## src/rtl/gcm_pkg.sv

```systemverilog
// Shared constants and types for the GCM plaintext packing path.
package gcm_pkg;

   localparam int unsigned NB_BLOCK = 128;
   localparam int unsigned NB_BYTE  = 8;

   // J0 = IV || 0^31 || 1 for a 96-bit IV; the first GCTR counter is inc32(J0).
   localparam logic [31:0] J0_SUFFIX   = 32'h0000_0001;
   localparam logic [31:0] CTR1_SUFFIX = J0_SUFFIX + 32'd1;

   typedef enum logic [1:0] {
      ST_IDLE = 2'd0,
      ST_FILL = 2'd1,
      ST_LEN  = 2'd2
   } fsm_state_e;

endpackage

```

## src/rtl/gcm_slot_buffer.sv

```systemverilog
// Collects accepted plaintext blocks into N_BLOCKS slots and emits a packed
// beat when the last slot or an end-of-message block is written.
module gcm_slot_buffer #(
   parameter int unsigned NB_BLOCK = 128,
   parameter int unsigned N_BLOCKS = 2
) (
   input  logic                         i_clock,
   input  logic                         i_reset_n,
   input  logic                         i_write,
   input  logic                         i_start,
   input  logic                         i_last,
   input  logic [NB_BLOCK-1:0]          i_block,
   output logic                         o_emit_next,
   output logic                         o_valid,
   output logic [N_BLOCKS*NB_BLOCK-1:0] o_data,
   output logic [N_BLOCKS-1:0]          o_mask
);

   localparam int unsigned       IDX_W    = (N_BLOCKS > 1) ? $clog2(N_BLOCKS) : 1;
   localparam logic [IDX_W-1:0] LAST_IDX = IDX_W'(N_BLOCKS - 1);

   logic [N_BLOCKS-1:0][NB_BLOCK-1:0] slots_q;
   logic [N_BLOCKS-1:0][NB_BLOCK-1:0] slots_d;
   logic [N_BLOCKS-1:0]               mask_q;
   logic [N_BLOCKS-1:0]               mask_d;
   logic [IDX_W-1:0]                  idx_q;
   logic [IDX_W-1:0]                  wr_idx;
   logic                              emit;

   // A start discards whatever partial beat is held, so the new block lands
   // in slot 0 of an otherwise empty beat within the same cycle.
   always_comb begin
      slots_d = i_start ? '0 : slots_q;
      mask_d  = i_start ? '0 : mask_q;
      wr_idx  = i_start ? '0 : idx_q;
      emit    = 1'b0;
      if (i_write) begin
         slots_d[wr_idx] = i_block;
         mask_d[wr_idx]  = 1'b1;
         emit            = i_last || (wr_idx == LAST_IDX);
      end
   end

   assign o_emit_next = emit;

   // Slot storage and registered beat outputs; emitted beats hold until the next emit.
   always_ff @(posedge i_clock or negedge i_reset_n) begin
      if (!i_reset_n) begin
         slots_q <= '0;
         mask_q  <= '0;
         idx_q   <= '0;
         o_valid <= 1'b0;
         o_data  <= '0;
         o_mask  <= '0;
      end else begin
         o_valid <= emit;
         if (emit) begin
            o_data  <= slots_d;
            o_mask  <= mask_d;
            slots_q <= '0;
            mask_q  <= '0;
            idx_q   <= '0;
         end else if (i_write) begin
            slots_q <= slots_d;
            mask_q  <= mask_d;
            idx_q   <= wr_idx + 1'b1;
         end
      end
   end

endmodule

```

## src/rtl/gcm_plaintext_packer.sv

```systemverilog
// Upstream feeder of the N-block GCTR stage: packs plaintext blocks into
// beats, supplies the first counter block and the GHASH length block.
module gcm_plaintext_packer #(
   parameter int unsigned NB_BLOCK = gcm_pkg::NB_BLOCK,
   parameter int unsigned N_BLOCKS = 2,
   parameter int unsigned NB_DATA  = N_BLOCKS * NB_BLOCK,
   parameter int unsigned NB_IV    = 96,
   parameter int unsigned NB_CNT   = 32
) (
   input  logic                i_clock,
   input  logic                i_reset_n,
   input  logic [NB_BLOCK-1:0] i_block,
   input  logic                i_block_valid,
   input  logic                i_block_sop,
   input  logic                i_block_eop,
   output logic                o_block_ready,
   input  logic [NB_IV-1:0]    i_iv,
   output logic [NB_DATA-1:0]  o_plaintext_words_x,
   output logic [NB_BLOCK-1:0] o_initial_counter_block,
   output logic [N_BLOCKS-1:0] o_block_mask,
   output logic                o_valid,
   output logic                o_sop,
   output logic                o_eop,
   output logic [NB_BLOCK-1:0] o_length_block,
   output logic                o_length_valid,
   output logic                o_drop,
   output logic                o_overflow
);

   import gcm_pkg::NB_BYTE;
   import gcm_pkg::CTR1_SUFFIX;
   import gcm_pkg::fsm_state_e;
   import gcm_pkg::ST_IDLE;
   import gcm_pkg::ST_FILL;
   import gcm_pkg::ST_LEN;

   // Block count to bit length: bytes per block, then bits per byte.
   localparam int unsigned      LEN_SHIFT = $clog2(NB_BLOCK / NB_BYTE) + $clog2(NB_BYTE);
   localparam logic [NB_CNT-1:0] CNT_MAX  = {{(NB_CNT-1){1'b1}}, 1'b0};

   fsm_state_e        state_q;
   logic [NB_IV-1:0]  iv_q;
   logic [NB_CNT-1:0] cnt_q;
   logic              sop_pend_q;

   logic              accept;
   logic              start;
   logic              write;
   logic              emit;
   logic              first_beat;
   logic [NB_IV-1:0]  iv_now;
   logic [63:0]       len_c;

   assign accept     = i_block_valid && o_block_ready;
   assign start      = accept && i_block_sop;
   assign write      = accept && (i_block_sop || (state_q == ST_FILL));
   assign first_beat = i_block_sop || sop_pend_q;
   assign iv_now     = i_block_sop ? i_iv : iv_q;
   assign len_c      = 64'(cnt_q) << LEN_SHIFT;

   gcm_slot_buffer #(
      .NB_BLOCK (NB_BLOCK),
      .N_BLOCKS (N_BLOCKS)
   ) u_slot_buffer (
      .i_clock     (i_clock),
      .i_reset_n   (i_reset_n),
      .i_write     (write),
      .i_start     (start),
      .i_last      (i_block_eop),
      .i_block     (i_block),
      .o_emit_next (emit),
      .o_valid     (o_valid),
      .o_data      (o_plaintext_words_x),
      .o_mask      (o_block_mask)
   );

   // Message FSM with IV latch, saturating block counter and registered strobes.
   always_ff @(posedge i_clock or negedge i_reset_n) begin
      if (!i_reset_n) begin
         state_q                 <= ST_IDLE;
         iv_q                    <= '0;
         cnt_q                   <= '0;
         sop_pend_q              <= 1'b0;
         o_block_ready           <= 1'b1;
         o_initial_counter_block <= '0;
         o_sop                   <= 1'b0;
         o_eop                   <= 1'b0;
         o_length_block          <= '0;
         o_length_valid          <= 1'b0;
         o_drop                  <= 1'b0;
         o_overflow              <= 1'b0;
      end else begin
         o_sop          <= 1'b0;
         o_eop          <= 1'b0;
         o_length_valid <= 1'b0;
         o_drop         <= 1'b0;
         case (state_q)
            ST_IDLE, ST_FILL: begin
               // A sop while filling abandons the current message and restarts here.
               if (start) begin
                  iv_q       <= i_iv;
                  cnt_q      <= NB_CNT'(1);
                  o_overflow <= 1'b0;
                  o_drop     <= (state_q == ST_FILL);
               end else if (write) begin
                  if (cnt_q == CNT_MAX) begin
                     o_overflow <= 1'b1;
                  end else begin
                     cnt_q <= cnt_q + 1'b1;
                  end
               end
               if (write) begin
                  if (emit) begin
                     o_sop      <= first_beat;
                     o_eop      <= i_block_eop;
                     sop_pend_q <= 1'b0;
                     if (first_beat) begin
                        o_initial_counter_block <= {iv_now, CTR1_SUFFIX};
                     end
                     if (i_block_eop) begin
                        state_q       <= ST_LEN;
                        o_block_ready <= 1'b0;
                     end else begin
                        state_q <= ST_FILL;
                     end
                  end else begin
                     sop_pend_q <= first_beat;
                     state_q    <= ST_FILL;
                  end
               end
            end
            ST_LEN: begin
               o_length_valid <= 1'b1;
               o_length_block <= NB_BLOCK'({64'd0, len_c});
               o_block_ready  <= 1'b1;
               state_q        <= ST_IDLE;
            end
            default: begin
               state_q       <= ST_IDLE;
               o_block_ready <= 1'b1;
            end
         endcase
      end
   end

endmodule
```

## config.mk

```make
export PLATFORM = sky130hd
export DESIGN_NAME = gcm_plaintext_packer
export DESIGN_NICKNAME = d
export VERILOG_FILES = /design/src/rtl/gcm_pkg.sv /design/src/rtl/gcm_slot_buffer.sv /design/src/rtl/gcm_plaintext_packer.sv
export SDC_FILE = /design/constraint.sdc
export NUM_CORES = 1
export LEC_CHECK = 0
export CORE_AREA = 2 2 288 290
export CTS_CLUSTER_DIAMETER = 100
export DETAILED_ROUTE_END_ITERATION = 10
export DIE_AREA = 0 0 290 292
export GPL_TIMING_DRIVEN = 0
export PLACE_DENSITY = 0.69
export SYNTH_ARGS = -nofsm -noshare
export SYNTH_HDL_FRONTEND = slang
export SYNTH_SLANG_ARGS = --single-unit
```

## constraint.sdc

```tcl
create_clock -name i_clock -period 2.4 [get_ports i_clock]
set_input_delay 0.48 -clock i_clock [delete_from_list [all_inputs] [get_ports i_clock]]
set_output_delay 0.48 -clock i_clock [all_outputs]
set_load 0.02 [all_outputs]
```

==> metrics.cfg <==
[global_route]
grt_start_max_net_pins=118
track_usage=0.244
grt_pass1_vias=25000
grt_pass1_wl_mm=158
antenna_found_initial=32
grt.overflow.total=0

[placed_design]
placed_area_um2=40100
hpwl_mm=76.6
gp_congestion=0.913
numPortBuffers=622

[layout]
drive_gt1_frac=0.131
syn_to_final_growth_pct=37.2
final_cell_area_um2=43800
layout.nets=4073
post-route-util=0.536

[setup_path]
r2r_slack_ns=0.06
critical_path_class=in -> reg
crit_fanout=10
startpoint_type=input pin
timing.rr.start=state_q[1]
cp_slowest_stage_delay_ns=0.53
cpMaxStageDelayCell=clkdlybuf4s50_1
cp.arrival_ns=2.94
cp-end-kind=flip-flop
r2r-end=u_slot_buffer.slots_q[49]
cp_common_cell=buf_6
reg2reg_depth=12
required_ns=2.97
crit_chain=clkdlybuf4s50_1 -> and4b_1 -> buf_6 -> and3b_1 -> buf_4 -> a21oi_4 -> buf_8 -> inv_8 -> buf_12 -> bufbuf_16 -> buf_6 -> nor2_2

[yosys]
yosysUniqueCellTypes=55
yosysSeqAreaShare=0.615
synthArstFlopShare=1.00
syn-instance-count=2985
yosys.area.top_type=dfrtp_1
synth.area.top_cells=dfrtp_1 61%, mux2i_1 7.1%, nand2_1 5.3%, nor2_1 4.8%, a21oi_1 3.8%
synth_top_area_share=0.614
ys_ff_latch=784
syn_area_um2=31900
synthFlopType=dfrtp_1
avgSynthCellArea_um2=10.7
synth_edf_count=0
synth_warnings=0

[timing]
tightest_slew_ns=0.838
fin_crit_sh=0.989
hold_slack_ns=-0.208
slew_headroom=0.442
finClkSkew_ns=0.0428
layout_min_cycle_time_ns=2.37
tns_ns=0
fmax_mhz=421
setup_violations=0
slew_viol_final=0
rsz0062_at_grt=true
hold_viol_final=78

[drt]
via_per_inst=5.08
drtIter0Drc=1949
drt_drc_violations_left=0
wl_per_cell_um=21.2
postRouteAntennaNets=0
num_vias=25400
drt_wl_total_mm=106
dr.pass1.iters=5

[run]
max_cap_violations=0

[floorplanning]
dieArea_um2=84700
ios=750
die_w_um=290
start_util=0.391
rows=105
coreArea_um2=81600
die_height_um=292

[power_and_ir_drop]
power_density_nw_per_um2=1190
irDropWorstVdd_mv=0.785
p_leak_nw=21.3

[cts]
insertion_delay_ns=0.65
ctsHtreeMaxLevel=3
cts_tree=built
numClockSinks=784
clk_pin_slew_worst_paths_ns=0.06
clockRootBuffer=clkbuf_16
cts.path.max_buffers=3
cts_buffers=84

[outcome]
status=complete, but fails checks
violations=negative hold slack

[hold_path]
hold_path.class=in -> async

## final cells by class
| type | count | area, um^2 |
|---|---|---|
| clock inverter | 40 | 596 |
| sequential | 784 | 19600 |
| tap | 1070 | 1340 |
| buffer | 338 | 2280 |
| inverter | 11 | 48.8 |
| clock buffer | 112 | 2390 |
| multi-input combinational | 1974 | 10800 |
| timing repair buffer | 649 | 6630 |
| antenna | 25 | 62.6 |
| fill | 7143 | 37800 |
## Yosys cell counts, types with 5 or more instances
| cell | number |
|---|---|
| a21oi_1 | 244 |
| buf_2 | 59 |
| nor4_1 | 5 |
| a221o_1 | 20 |
| dfrtp_1 | 783 |
| or3_1 | 8 |
| buf_1 | 9 |
| o31ai_1 | 6 |
| nand3_1 | 13 |
| o21ai_0 | 129 |
| nand2_1 | 452 |
| a22oi_1 | 109 |
| inv_1 | 10 |
| a41oi_1 | 6 |
| clkbuf_1 | 125 |
| nor2_1 | 410 |
| mux2i_1 | 225 |
| a31oi_1 | 18 |
| and3_1 | 113 |
| or4_1 | 5 |
| buf_4 | 135 |
| buf_6 | 14 |
| nand4_1 | 9 |
| mux2_2 | 27 |
## cells in the final DEF (no fill, tap or decap), types with 17 or more instances in the layout
| master | n |
|---|---|
| o21ai_0 | 129 |
| buf_4 | 172 |
| clkbuf_16 | 86 |
| buf_2 | 31 |
| clkbuf_2 | 51 |
| clkbuf_1 | 65 |
| nand2_1 | 451 |
| diode_2 | 25 |
| conb_1 | 127 |
| mux2i_1 | 224 |
| and3_1 | 113 |
| a221o_1 | 20 |
| clkdlybuf4s50_1 | 620 |
| nor2_1 | 400 |
| a31oi_1 | 18 |
| a21oi_1 | 244 |
| mux2_2 | 27 |
| buf_6 | 20 |
| clkbuf_4 | 18 |
| a22oi_1 | 109 |
| dfrtp_1 | 781 |
| clkbuf_8 | 17 |
## worst max path at each step
stage | slack [ns] | startpoint | endpoint
6_report | 0.03 | i_block_valid | u_slot_buffer.slots_q[49]
5_1_grt | -0.02 | cnt_q[1] | cnt_q[30]
4_1_cts | 0.003 | cnt_q[9] | cnt_q[23]
3_5_place_dp | -1.48 | i_block_sop | o_initial_counter_block[67]
3_3_place_gp | -35.11 | i_reset_n | u_slot_buffer.slots_q[39]
2_1_floorplan | 0.25 | o_block_ready | u_slot_buffer.o_data[243]
## where the power goes
group	internal, mW	switching, mW	total [mW]
registers	17.2	2.14	19.3
logic	7.77	11.0	18.7
clock network	8.17	5.69	13.9
total	33.1	18.8	51.9
## cells by family (layout without fill, tap and decap cells)
kind of cell / Yosys count / count (layout) / synth area share
adders and majority gates: 2 / 2 / 0.000784
and+or+nand+nor: 1040 / 1040 / 0.137
muxes: 252 / 252 / 0.0801
DFF: 784 / 784 / 0.615
buffers and inverters: 353 / 1150 / 0.0630
other: 1 / 152 / 0.000118
AOI/OAI and AO/OA: 552 / 552 / 0.104
xor gates and xnor gates: 1 / 1 / 0.000275
## flip-flops by register name (all words and copies together) (netlist names)
register and cells:
u_slot_buffer.slots_q 256, u_slot_buffer.idx_q 1, o_sop 1, u_slot_buffer.o_mask 2, u_slot_buffer.mask_q 2, u_slot_buffer.o_valid 1
o_initial_counter_block 97, sop_pend_q 1, o_eop 1, o_overflow 1, u_slot_buffer.o_data 256, o_drop 1
o_length_valid 1, state_q 2, o_block_ready 1, o_length_block 32, iv_q 96, cnt_q 32
## worst max-delay path: cells and delay by family
kind,cells,cell delay (ns)
buffers and inverters,8,1.63
and+or+nand+nor,3,0.56
AOI/OAI and AO/OA,1,0.25
## layer usage
metal  track usage  vias up  routed length, um
li1              -    11600                  -
met1         0.319    12700              43600
met2         0.385      874              50600
met3        0.0518      211               6850
met4         0.126        8               4900
met5             0        -                 56
## through the flow
stage | cells | power, mW | worst slack (ns) | hold slack [ns]
2_1_floorplan | 3111 | 28.6 | 0.251 | 0.184
3_3_place_gp | 4803 | 37.4 | -35.11 | 0.455
3_5_place_dp | 4810 | 37.7 | -1.48 | 0.457
4_1_cts | 4976 | 52.1 | 0.00323 | -0.192
5_1_grt | 5003 | 54.4 | -0.0160 | -0.163
6_report | 5003 | 51.9 | 0.0271 | -0.208
## timing repair
| item | in CTS | in global routing |
|---|---|---|
| endpoints found under the hold margin | 78 | 78 |
| buffers inserted | 12 | 6 |
| gates resized for setup | 119 | 92 |
| gates cloned | 2 | 0 |
| pin swaps | 2 | 0 |
| setup endpoints to repair | 719 | 450 |
No activity file was read; power rests on OpenSTA's default activity.
